**config.mk**
```make
export PLATFORM = sky130hd
export DESIGN_NAME = vga_fb_arbiter
export DESIGN_NICKNAME = d
export VERILOG_FILES = /design/src/rtl/vga_fb_arbiter.sv
export SDC_FILE = /design/constraint.sdc
export NUM_CORES = 1
export LEC_CHECK = 0
export CAP_MARGIN = 0
export CORE_MARGIN = 10
export CORE_UTILIZATION = 37
export DETAILED_ROUTE_END_ITERATION = 10
export HOLD_SLACK_MARGIN = 0.06
export MAX_ROUTING_LAYER = met4
export PLACE_DENSITY = 0.83
export SLEW_MARGIN = 20
export SYNTH_ARGS = -nofsm -noshare
export SYNTH_HDL_FRONTEND = slang
export SYNTH_SLANG_ARGS = --single-unit
```
**constraint.sdc**
```tcl
create_clock -name vga_clk -period 3.4 [get_ports vga_clk]
set_input_delay 0.51 -clock vga_clk [delete_from_list [all_inputs] [get_ports vga_clk]]
set_output_delay 0.51 -clock vga_clk [all_outputs]
set_load 0.05 [all_outputs]
```
**src/rtl/vga_fb_arbiter.sv**
```systemverilog
// vga_fb_arbiter: shares a 1-cycle-latency framebuffer RAM between the VGA line prefetcher and the CPU port (VGA_FB_CPU_SLOT_EN opens CPU slots inside a fetch).
// Latency: fetch word i issued i+1 cycles after line_start is accepted, line-buffer write one cycle later; CPU ack 2 cycles after acceptance.
// Backpressure: cpu_req is held until cpu_ack; line_start is never stalled, overruns set fetch_err and one line may pend behind a CPU access.
module vga_fb_arbiter #(
    parameter int WORDS_PER_LINE = 40,
    parameter int ADDR_W         = 16,
    parameter int DATA_W         = 32,
    parameter int LINE_W         = 10
) (
    input  logic              vga_clk,
    input  logic              rst,
    input  logic              line_start,
    input  logic [LINE_W-1:0] line_num,
    output logic              fetch_busy,
    output logic              fetch_done,
    output logic              fetch_err,
    input  logic              err_clr,
    input  logic              cpu_req,
    input  logic              cpu_we,
    input  logic [ADDR_W-1:0] cpu_addr,
    input  logic [DATA_W-1:0] cpu_wdata,
    output logic              cpu_ack,
    output logic [DATA_W-1:0] cpu_rdata,
    output logic              mem_en,
    output logic              mem_we,
    output logic [ADDR_W-1:0] mem_addr,
    output logic [DATA_W-1:0] mem_wdata,
    input  logic [DATA_W-1:0] mem_rdata,
    output logic              lb_we,
    output logic [5:0]        lb_addr,
    output logic [DATA_W-1:0] lb_wdata
);

    typedef enum logic [2:0] {IDLE, FETCH, DRAIN, CPU_ISSUE, CPU_ACK} state_t;

    localparam logic [5:0]        LAST_IDX = 6'(WORDS_PER_LINE - 1);
    localparam logic [ADDR_W-1:0] WPL      = ADDR_W'(WORDS_PER_LINE);

    state_t              state_q, state_d;
    logic [5:0]          idx_q, idx_d;
    logic [ADDR_W-1:0]   base_q, base_d;
    logic                pend_q, pend_d;
    logic [LINE_W-1:0]   pend_num_q, pend_num_d;
    logic [LINE_W-1:0]   start_num;
    logic                slot_q, slot_d;
    logic                err_q, err_set;
    logic                fetch_issue, cpu_issue;
    // Tag pipeline: which master owns mem_rdata in the current cycle.
    logic                rd_fetch_q;
    logic [5:0]          rd_idx_q;
    logic                ack_q;
    logic                cpu_rd_q;

    assign start_num = pend_q ? pend_num_q : line_num;

    always_comb begin
        state_d     = state_q;
        idx_d       = idx_q;
        base_d      = base_q;
        pend_d      = pend_q;
        pend_num_d  = pend_num_q;
        slot_d      = 1'b0;
        err_set     = 1'b0;
        fetch_issue = 1'b0;
        cpu_issue   = 1'b0;
        case (state_q)
            IDLE, CPU_ACK: begin
                if (pend_q || line_start) begin
                    state_d = FETCH;
                    idx_d   = '0;
                    pend_d  = 1'b0;
                    base_d  = ADDR_W'(start_num) * WPL;
                    if (pend_q && line_start) begin
                        err_set = 1'b1;
                    end
                end else if (state_q == IDLE && cpu_req) begin
                    state_d = CPU_ISSUE;
                end else begin
                    state_d = IDLE;
                end
            end
            FETCH: begin
                if (line_start) begin
                    err_set = 1'b1;
                end
                if (slot_q) begin
                    cpu_issue = 1'b1;
                end else begin
                    fetch_issue = 1'b1;
                    if (idx_q == LAST_IDX) begin
                        state_d = DRAIN;
                    end else begin
                        idx_d = idx_q + 6'd1;
`ifdef VGA_FB_CPU_SLOT_EN
                        slot_d = (idx_q[2:0] == 3'b111) && cpu_req;
`endif
                    end
                end
            end
            DRAIN: begin
                if (line_start) begin
                    err_set = 1'b1;
                end
                state_d = IDLE;
            end
            CPU_ISSUE: begin
                cpu_issue = 1'b1;
                state_d   = CPU_ACK;
                if (line_start) begin
                    if (pend_q) begin
                        err_set = 1'b1;
                    end else begin
                        pend_d     = 1'b1;
                        pend_num_d = line_num;
                    end
                end
            end
            default: state_d = IDLE;
        endcase
    end

    always_ff @(posedge vga_clk) begin
        if (rst) begin
            state_q    <= IDLE;
            idx_q      <= '0;
            base_q     <= '0;
            pend_q     <= 1'b0;
            pend_num_q <= '0;
            slot_q     <= 1'b0;
            err_q      <= 1'b0;
            rd_fetch_q <= 1'b0;
            rd_idx_q   <= '0;
            ack_q      <= 1'b0;
            cpu_rd_q   <= 1'b0;
        end else begin
            state_q    <= state_d;
            idx_q      <= idx_d;
            base_q     <= base_d;
            pend_q     <= pend_d;
            pend_num_q <= pend_num_d;
            slot_q     <= slot_d;
            rd_fetch_q <= fetch_issue;
            rd_idx_q   <= idx_q;
            ack_q      <= cpu_issue;
            cpu_rd_q   <= cpu_issue && !cpu_we;
            // A new overrun outranks a simultaneous clear.
            if (err_set) begin
                err_q <= 1'b1;
            end else if (err_clr) begin
                err_q <= 1'b0;
            end
        end
    end

    always_comb begin
        mem_en     = fetch_issue || cpu_issue;
        mem_we     = cpu_issue && cpu_we;
        mem_addr   = '0;
        mem_wdata  = '0;
        if (cpu_issue) begin
            mem_addr  = cpu_addr;
            mem_wdata = cpu_wdata;
        end else if (fetch_issue) begin
            mem_addr  = base_q + ADDR_W'(idx_q);
        end
        lb_we      = rd_fetch_q;
        lb_addr    = rd_fetch_q ? rd_idx_q : 6'd0;
        lb_wdata   = rd_fetch_q ? mem_rdata : '0;
        fetch_done = rd_fetch_q && (rd_idx_q == LAST_IDX);
        fetch_busy = (state_q == FETCH) || (state_q == DRAIN);
        fetch_err  = err_q;
        cpu_ack    = ack_q;
        cpu_rdata  = cpu_rd_q ? mem_rdata : '0;
    end

endmodule
```
==> results.cfg, run 1 <==
[worst_setup_path]
r2r_cells = 10
rr_endpoint = base_q[14]
worstPathRequired_ps = 2890
cp-end-kind = output pin
path_class = reg -> out
start_kind = flop
reg2reg_from = pend_q
crit_fanout = 6
reg2reg_setup_slack_ps = 350
worstPathArrival_ps = 2570

[synth]
netlist_instances = 424
synth_nets = 542
synthesis.area_mm2 = 0.00333
synth_flop_cell = dfxtp_1
ys_seq_area_share_pct = 25.9
synth-edff-count = 0
synth_cell_types = 42
yosys_warnings = 0
syn_area_per_cell_um2 = 7.85
synth-seq-cells = 43
synthArstFlopShare_pct = 0

[run]
drv_cap = 0

[timing]
fmax_ghz = 0.325
clock_skew_ps = 12.2
slew_headroom_pct = 38.2
setup_viol = 0
period_needed_ps = 3080
hold_viol = 0
worst-slew-pin-transition_ps = 925
final.setup.tns_ps = 0
rsz0062_at_grt = no
slew_viol_final = 0
period_share_pct = 90.5

[global_routing]
grt_pass1_wl_um = 21200
grt_overflow = 0
grt_pass1_vias = 3716
grt.total_usage_pct = 20.5
antenna_found_initial = 1
grt_max_degree = 45

[power_and_ir_drop]
peakVddDrop_mv = 0.283
leakage_uw = 0.00233
power_density_mw_per_mm2 = 309

[layout]
drive_gt1_share_pct = 6.33
design_area_mm2 = 0.00578
fillers = 734
areaGrowthSynthToFinish_pct = 73.6
final_cell_mix = 210 x clkdlybuf4s50_1, 72 x and2_1, 43 x dfxtp_1
nNetsFinal = 749
mostFrequentLayoutCell = clkdlybuf4s50_1

[placed_design]
gp_routability_congestion = 0.873
dp_hpwl_um = 12200
port_buffers = 220
place_area_mm2 = 0.00568

[clock_tree]
clock_sinks = 43
cts_setup_buffers = 0
max-clock-path-buffers = 2
cts_resized = 0
clk_latency_ps = 310
clkTransAtPathRegs_ps = 90
cts_tree = built
root_buffer = clkbuf_8
h-tree-depth = 2
numCtsBuffers = 5
cts_hold_buf = 0

[floorplanning]
die_area_mm2 = 0.0132
core.rowCount = 34
core_region_area_mm2 = 0.00872
ioPinCount = 221
start_util_pct = 38.2
die_h_um = 115
die_w_um = 115

[detailed_routing]
drtAntennaViolNets = 0
wl_per_cell_um = 19.4
routed_via_density = 5.21
drt_iter0_markers = 292
drt-total-wl_um = 14400
firstDrtPassIters = 4
drcViolationCount = 0
vias = 3864

[outcome]
status = complete, no violations

[hold_path]
hold-path-endpoint = base_q[5]
min_delay_path_depth = 2
hold_class = reg -> reg
min-delay-start = base_q[5]
## Yosys cell counts (all sizes together), types with 2 or more instances
master | count | area (um^2)
nand2b | 3 | 18.8
mux2 | 7 | 78.8
clkbuf | 21 | 78.8
inv | 6 | 25.0
buf | 8 | 58.8
mux2i | 17 | 170
nand3 | 6 | 30.0
o21a | 2 | 15.0
or3 | 4 | 25.0
and3 | 37 | 231
o211ai | 4 | 30.0
nor2b | 7 | 43.8
a31oi | 2 | 12.5
a21o | 4 | 30.0
nor4b | 4 | 35.0
ha | 20 | 250
o21ai | 19 | 95.1
a21oi | 21 | 105
xor2 | 10 | 87.6
nor3 | 13 | 70.1
nor2 | 37 | 139
and2 | 72 | 450
fa | 2 | 40.0
dfxtp | 43 | 861
nand4 | 4 | 25.0
nand2 | 24 | 90.1
xnor2 | 8 | 70.1
a211oi | 11 | 97.6
## state kept, by name, summed over array words and instances, names as in the netlist
register and cells:
lb_we 1, pend_q 1, pend_num_q 10, cpu_rd_q 1, cpu_ack 1, fetch_err 1, state_q 3, rd_idx_q 6
idx_q 6, base_q 13
## report_power, final
part | internal [uW] | total [uW] | switching, uW
Combinational | 360 | 872 | 512
Clock | 147 | 337 | 190
Sequential | 537 | 576 | 39.1
## critical path, stage by stage (launching register included)
cell and delay, ps:
dfxtp_1 370, ha_1 270, fa_1 420, xnor2_1 150, nor2_1 80, a21oi_1 40
nor2_1 90, clkdlybuf4s50_1 820
## per-stage QoR
step / cells / hold WS (ps) / util, % / setup slack [ps] / total power (uW)
2_1_floorplan: 424 / 440 / - / 181 / 1100
3_3_place_gp: 732 / 451 / 65.2 / 264 / 1440
3_5_place_dp: 732 / 472 / 65.2 / 181 / 1460
4_1_cts: 740 / 487 / 66.3 / 297 / 1790
5_1_grt: 741 / 530 / 66.3 / 171 / 1880
6_report: 741 / 481 / 66.3 / 324 / 1780
## final cells by class
class / instances / area, um^2 / area share (%)
Antenna cell: 1 / 2.50 / 0.0433
Clock buffer: 5 / 68.8 / 1.19
Tap cell: 108 / 135 / 2.34
Inverter: 7 / 28.8 / 0.498
Sequential cell: 43 / 861 / 14.9
Clock inverter: 3 / 25.0 / 0.433
Multi-Input combinational cell: 345 / 2300 / 39.8
Timing Repair Buffer: 229 / 2360 / 40.8
## logic make-up after synthesis
kind of cell	after synthesis	share of synthesized area, %
buffers and inverters	36	5.00
flip-flops	43	25.9
AND/OR/NAND/NOR	215	35.9
XOR/XNOR	18	4.74
adder cells (fa/ha/maj)	22	8.72
AO/OA/AOI/OAI	66	12.3
multiplexers	24	7.48
## per-layer routing
layer,routed length [um],vias up,global-route usage [%]
li1,-,1880,-
met1,5230,1807,21.3
met2,7770,165,38.3
met3,1190,12,5.16
met4,201,0,3.80
met5,0,-,-
## worst max path at each step
stage | endpoint | cells past startpoint | startpoint
after floorplan | fetch_done | 3 | lb_we
after CTS | mem_addr[5] | 7 | idx_q[3]
after global routing | mem_addr[5] | 7 | idx_q[3]
after detailed placement | base_q[14] | 11 | line_num[1]
after global placement | base_q[10] | 10 | line_num[1]
final | mem_addr[5] | 7 | idx_q[3]
Note: power is estimated with default switching activity, not from simulation.
==> inputs of run 2 (changes only) <==
--- a/config.mk
+++ b/config.mk
@@ -12,6 +12,7 @@
 export HOLD_SLACK_MARGIN = 0.06
 export MAX_ROUTING_LAYER = met4
 export PLACE_DENSITY = 0.83
+export SETUP_SLACK_MARGIN = 0.2
 export SLEW_MARGIN = 20
 export SYNTH_ARGS = -nofsm -noshare
 export SYNTH_HDL_FRONTEND = slang
==> constraint.sdc (replaced) <==
create_clock -name vga_clk -period 3.2 [get_ports vga_clk]
set_input_delay 0.48 -clock vga_clk [delete_from_list [all_inputs] [get_ports vga_clk]]
set_output_delay 0.48 -clock vga_clk [all_outputs]
set_load 0.05 [all_outputs]
==> run 2 against run 1 <==
Net effect: die area unchanged; clock power grew 3%; combinational power grew 4.4%; power grew 5.6%; core utilization grew 0.057 points; count of clock-buffer cells in the layout did not move; global-route usage grew 0.22 points; register-to-register slack gained 20 ps; setup slack got worse by 39 ps; via count grew 1.1%; final area hardly changed.
==> results.cfg, run 2 (synthesis results as in run 1) <==
[placed_design]
gp_routability_congestion = 0.900
port_buffers = 220
dp_hpwl_um = 12300

[timing]
slew_viol_final = 0
rsz0062_at_grt = yes
setup_viol = 0
fmax_ghz = 0.343
slew_headroom_pct = 48.2
clock_skew_ps = 10.0
period_share_pct = 91.1
hold_ws_ps = 475
hold_viol = 0
worst-slew-pin-transition_ps = 776
period_needed_ps = 2910
final.setup.tns_ps = 0

[clock_tree]
numCtsBuffers = 5
clock_sinks = 43
max-clock-path-buffers = 2
cts_hold_buf = 0
clkTransAtPathRegs_ps = 90
clk_latency_ps = 300
cts_tree = built
root_buffer = clkbuf_8
h-tree-depth = 2
cts_setup_buffers = 0
cts_resized = 2

[worst_setup_path]
worstPathArrival_ps = 2430
r2r_cells = 9
endpoint = mem_addr[13]
start_kind = flop
reg2reg_setup_slack_ps = 370
crit_fanout = 6
worstPathRequired_ps = 2720
cp.depth = 8
crit_path_top_delay_cell = fa_1
path_class = reg -> out
critPathBufInv = 1
crit_path_start = idx_q[3]
cp_cell_sequence = ha_2 > fa_1 > a21o_1 > and3_1 > and2_1 > xnor2_1 > a21oi_2 > buf_12
cp-end-kind = output pin
rr_endpoint = base_q[14]
reg2reg_from = pend_q
crit_path_max_incr_delay_ps = 400
path_delay_family = adder cells

[layout]
mostFrequentLayoutCell = clkdlybuf4s50_1
largestRegisters = base_q (13), pend_num_q (10)
nNetsFinal = 752
fillers = 770
final_cell_mix = 197 x clkdlybuf4s50_1, 72 x and2_1, 41 x dfxtp_1
areaGrowthSynthToFinish_pct = 73.8
largest_reg_flops = 13
postLayoutCoreUtil_pct = 66.3
multi_input_area_mm2 = 0.00231
ff_latch_area_um2 = 863
drive_gt1_share_pct = 9.61
regMostFlops = base_q

[floorplanning]
start_util_pct = 38.2
die_w_um = 115
die_area_mm2 = 0.0132
core.rowCount = 34
core_region_area_mm2 = 0.00872
ioPinCount = 221
die_h_um = 115

[outcome]
status = complete, no violations

[power_and_ir_drop]
total_power_uw = 1880
power_density_mw_per_mm2 = 326
peakVddDrop_mv = 0.261
leakage_uw = 0.00237

[hold_path]
hold_class = reg -> reg

[global_routing]
grt.total_usage_pct = 20.8
grt_pass1_wl_um = 21300
antenna_found_initial = 3
grt_overflow = 0
grt_pass1_vias = 3838
grt_max_degree = 45

[detailed_routing]
vias = 3908
drt_iter0_markers = 252
wl_per_cell_um = 19.6
drcViolationCount = 0
routed_via_density = 5.24
drt-total-wl_um = 14600
drtAntennaViolNets = 0
firstDrtPassIters = 4

[run]
drv_cap = 0
[run 2: changes by cell type in the layout (fill, tap and decap cells not counted), sizes merged]
cell           previous run  this run
clkdlybuf4s50           210       197
clkinv                    3         2
diode                     1         3
buf                      19        35
clkinvlp                  1         2
[run 2: final cells by class]
type / instances / area share (%)
diodes: 3 / 0.130
clock buffers: 5 / 1.19
clock inverters: 3 / 0.346
inverters: 7 / 0.497
multi-input cells: 345 / 40.0
flip-flops and latches: 43 / 14.9
well taps: 108 / 2.34
repair buffers: 232 / 40.6
[run 2: where the power goes]
group / internal [uW] / leakage, uW / switching (uW)
clock network: 152 / 0.0000402 / 195
registers: 571 / 0.000351 / 56.9
logic: 381 / 0.00198 / 529
[run 2: worst min-delay path by stage]
| stage | from | to | slack [ps] | depth (start not counted) |
|---|---|---|---|---|
| final | base_q[5] | base_q[5] | 470 | 2 |
| after floorplan | base_q[5] | base_q[5] | 440 | 2 |
| after global routing | base_q[5] | base_q[5] | 500 | 2 |
| after global placement | base_q[5] | base_q[5] | 460 | 2 |
| after detailed placement | base_q[5] | base_q[5] | 470 | 2 |
| after CTS | base_q[5] | base_q[5] | 480 | 2 |
[run 2: per-layer routing]
metal	up-vias	track usage (%)	routed length, um
met1	1842	21.8	5540
li1	1888	-	-
met3	19	4.58	954
met4	0	7.10	416
met5	-	-	0
met2	159	37.3	7690
[run 2: through the flow]
stage | std cells | setup slack, ps | area [um^2]
after CTS | 743 | 220 | 5770
final | 746 | 285 | 5790
after global routing | 746 | 160 | 5790
after detailed placement | 735 | 90.9 | 5680
after floorplan | 424 | 320 | 3340
after global placement | 735 | 174 | 5680
[run 2: tightest hold or removal path: cells and delay by family, from the launching register on]
kind / cells / cell delay, ps
flops: 1 / 330
simple gates: 1 / 50
compound gates: 1 / 50
==> inputs of run 3 (changes only) <==
--- a/config.mk
+++ b/config.mk
@@ -8,10 +8,11 @@
 export CAP_MARGIN = 0
 export CORE_MARGIN = 10
 export CORE_UTILIZATION = 37
+export CTS_CLUSTER_SIZE = 10
 export DETAILED_ROUTE_END_ITERATION = 10
 export HOLD_SLACK_MARGIN = 0.06
 export MAX_ROUTING_LAYER = met4
-export PLACE_DENSITY = 0.83
+export PLACE_DENSITY = 0.84
 export SETUP_SLACK_MARGIN = 0.2
 export SLEW_MARGIN = 20
 export SYNTH_ARGS = -nofsm -noshare
==> run 3 against run 2 <==
Net effect: final cell count shrank 0.13%; maximum frequency rose by 1.7%; power grew 8.5%; die area unchanged; highest routed layer unchanged; via count shrank 2.8%; register-to-register slack gained 80 ps; clock power up 47%.
==> results.cfg, run 3 (synthesis results as in run 1) <==
[worst_setup_path]
path_delay_family = adder cells
cp_cell_sequence = ha_2 > fa_1 > a21o_1 > and3_1 > and2_1 > xnor2_1 > a21oi_2 > buf_12
r2r_cells = 9
reg2reg_setup_slack_ps = 450
start_kind = flop
critPathBufInv = 1
crit_path_max_incr_delay_ps = 400
path_class = reg -> out
crit_fanout = 6
rr_endpoint = base_q[14]
cp-end-kind = output pin
reg2reg_from = pend_q
worstPathRequired_ps = 2720
crit_path_top_delay_cell = fa_1
worstPathArrival_ps = 2390
cp.depth = 8

[clock_tree]
cts_setup_buffers = 0
cts_resized = 21
h-tree-depth = 2
clock_sinks = 43
clkTransAtPathRegs_ps = 90
cts_tree = built
max-clock-path-buffers = 2
clk_latency_ps = 300
cts_hold_buf = 0
numCtsBuffers = 5
root_buffer = clkbuf_8

[floorplanning]
ioPinCount = 221
die_w_um = 115
core_region_area_mm2 = 0.00872
die_h_um = 115
start_util_pct = 38.2
core.rowCount = 34
die_area_mm2 = 0.0132

[hold_path]
hold-path-endpoint = base_q[5]
hold_class = reg -> reg
min_delay_path_depth = 2
min-delay-start = base_q[5]

[layout]
final_cell_mix = 176 x clkdlybuf4s50_1, 72 x and2_1, 43 x dfxtp_1
largest_reg_flops = 13
largestRegisters = base_q (13), pend_num_q (10)
regMostFlops = base_q
nNetsFinal = 752
postLayoutCoreUtil_pct = 66.9
ff_latch_area_um2 = 861
fillers = 725
multi_input_area_mm2 = 0.00232
mostFrequentLayoutCell = clkdlybuf4s50_1
areaGrowthSynthToFinish_pct = 75.3
drive_gt1_share_pct = 8.98

[timing]
final.setup.tns_ps = 0
hold_viol = 0
slew_viol_final = 0
worst-slew-pin-transition_ps = 724
clock_skew_ps = 6.71
rsz0062_at_grt = no
setup_viol = 0
period_share_pct = 89.5
slew_headroom_pct = 51.7
period_needed_ps = 2870
fmax_ghz = 0.349
hold_ws_ps = 469

[detailed_routing]
firstDrtPassIters = 4
vias = 3797
wl_per_cell_um = 19.7
drtAntennaViolNets = 0
drt-total-wl_um = 14700
drcViolationCount = 0
routed_via_density = 5.10
drt_iter0_markers = 243

[power_and_ir_drop]
internal_power_uw = 1260
peakVddDrop_mv = 0.257
sw_frac_of_total_pct = 38.5
power_density_mw_per_mm2 = 350
p_sw_uw = 788
leakage_uw = 0.00257
total_power_uw = 2040
power.share.sequential_pct = 30.0
pwr-share-comb_pct = 45.1
pwr-share-clk_pct = 24.9

[global_routing]
grt_pass1_vias = 3813
antenna_found_initial = 2
grt_max_degree = 45
grt_pass1_wl_um = 21600
grt.total_usage_pct = 20.9
grt_overflow = 0

[placed_design]
gp_routability_congestion = 0.879
port_buffers = 220
dp_hpwl_um = 12300

[outcome]
status = complete, no violations

[run]
drv_cap = 0
run 3: cell count changes in the layout (fill, tap and decap cells not counted), sizes merged:
cell,previous run,this run
bufinv,0,2
buf,35,31
dlygate4sd2,0,20
dlymetal6s2s,0,5
clkinvlp,2,1
clkdlybuf4s50,197,176
clkinv,2,1
diode,3,2
run 3: layout make-up:
| class | instances | area share [%] |
|---|---|---|
| Timing Repair Buffer | 232 | 40.2 |
| Multi-Input combinational cell | 345 | 39.8 |
| Sequential cell | 43 | 14.8 |
| Tap cell | 108 | 2.32 |
| Clock buffer | 5 | 1.18 |
| Clock inverter | 3 | 1.16 |
| Inverter | 7 | 0.536 |
| Antenna cell | 2 | 0.0858 |
run 3: worst min-delay path: stages, from the launching register on:
cell and delay [ps]:
dfxtp_1 320, nand2_1 50, a21oi_1 60
run 3: worst max-delay path by stage:
stage	slack, ps	startpoint	to
3_5_place_dp	110	line_num[3]	base_q[14]
4_1_cts	200	state_q[0]	mem_wdata[25]
3_3_place_gp	180	line_num[3]	base_q[14]
2_1_floorplan	320	idx_q[3]	mem_addr[13]
6_report	330	idx_q[3]	mem_addr[13]
5_1_grt	240	pend_q	base_q[13]
run 3: metal layers:
| metal | vias to the layer above | part of all wire (%) | track usage [%] |
|---|---|---|---|
| met3 | 10 | 6.4 | 4.11 |
| met4 | 0 | 1.9 | 6.02 |
| met5 | - | 0 | - |
| met2 | 152 | 54 | 38.0 |
| met1 | 1749 | 38 | 22.2 |
| li1 | 1886 | - | - |
run 3: through the flow:
step,cell area (um^2),instances,setup slack [ps]
final,5840,745,335
after global routing,5840,745,242
after CTS,5800,743,201
after detailed placement,5690,735,112
after global placement,5690,735,185
after floorplan,3340,424,320
run 3: power groups by stage:
stage	sequential, uW	combinational (uW)	clock [uW]
2_1_floorplan	623	549	0
3_3_place_gp	622	903	0
3_5_place_dp	623	919	0
4_1_cts	612	921	513
5_1_grt	618	986	535
6_report	613	923	509
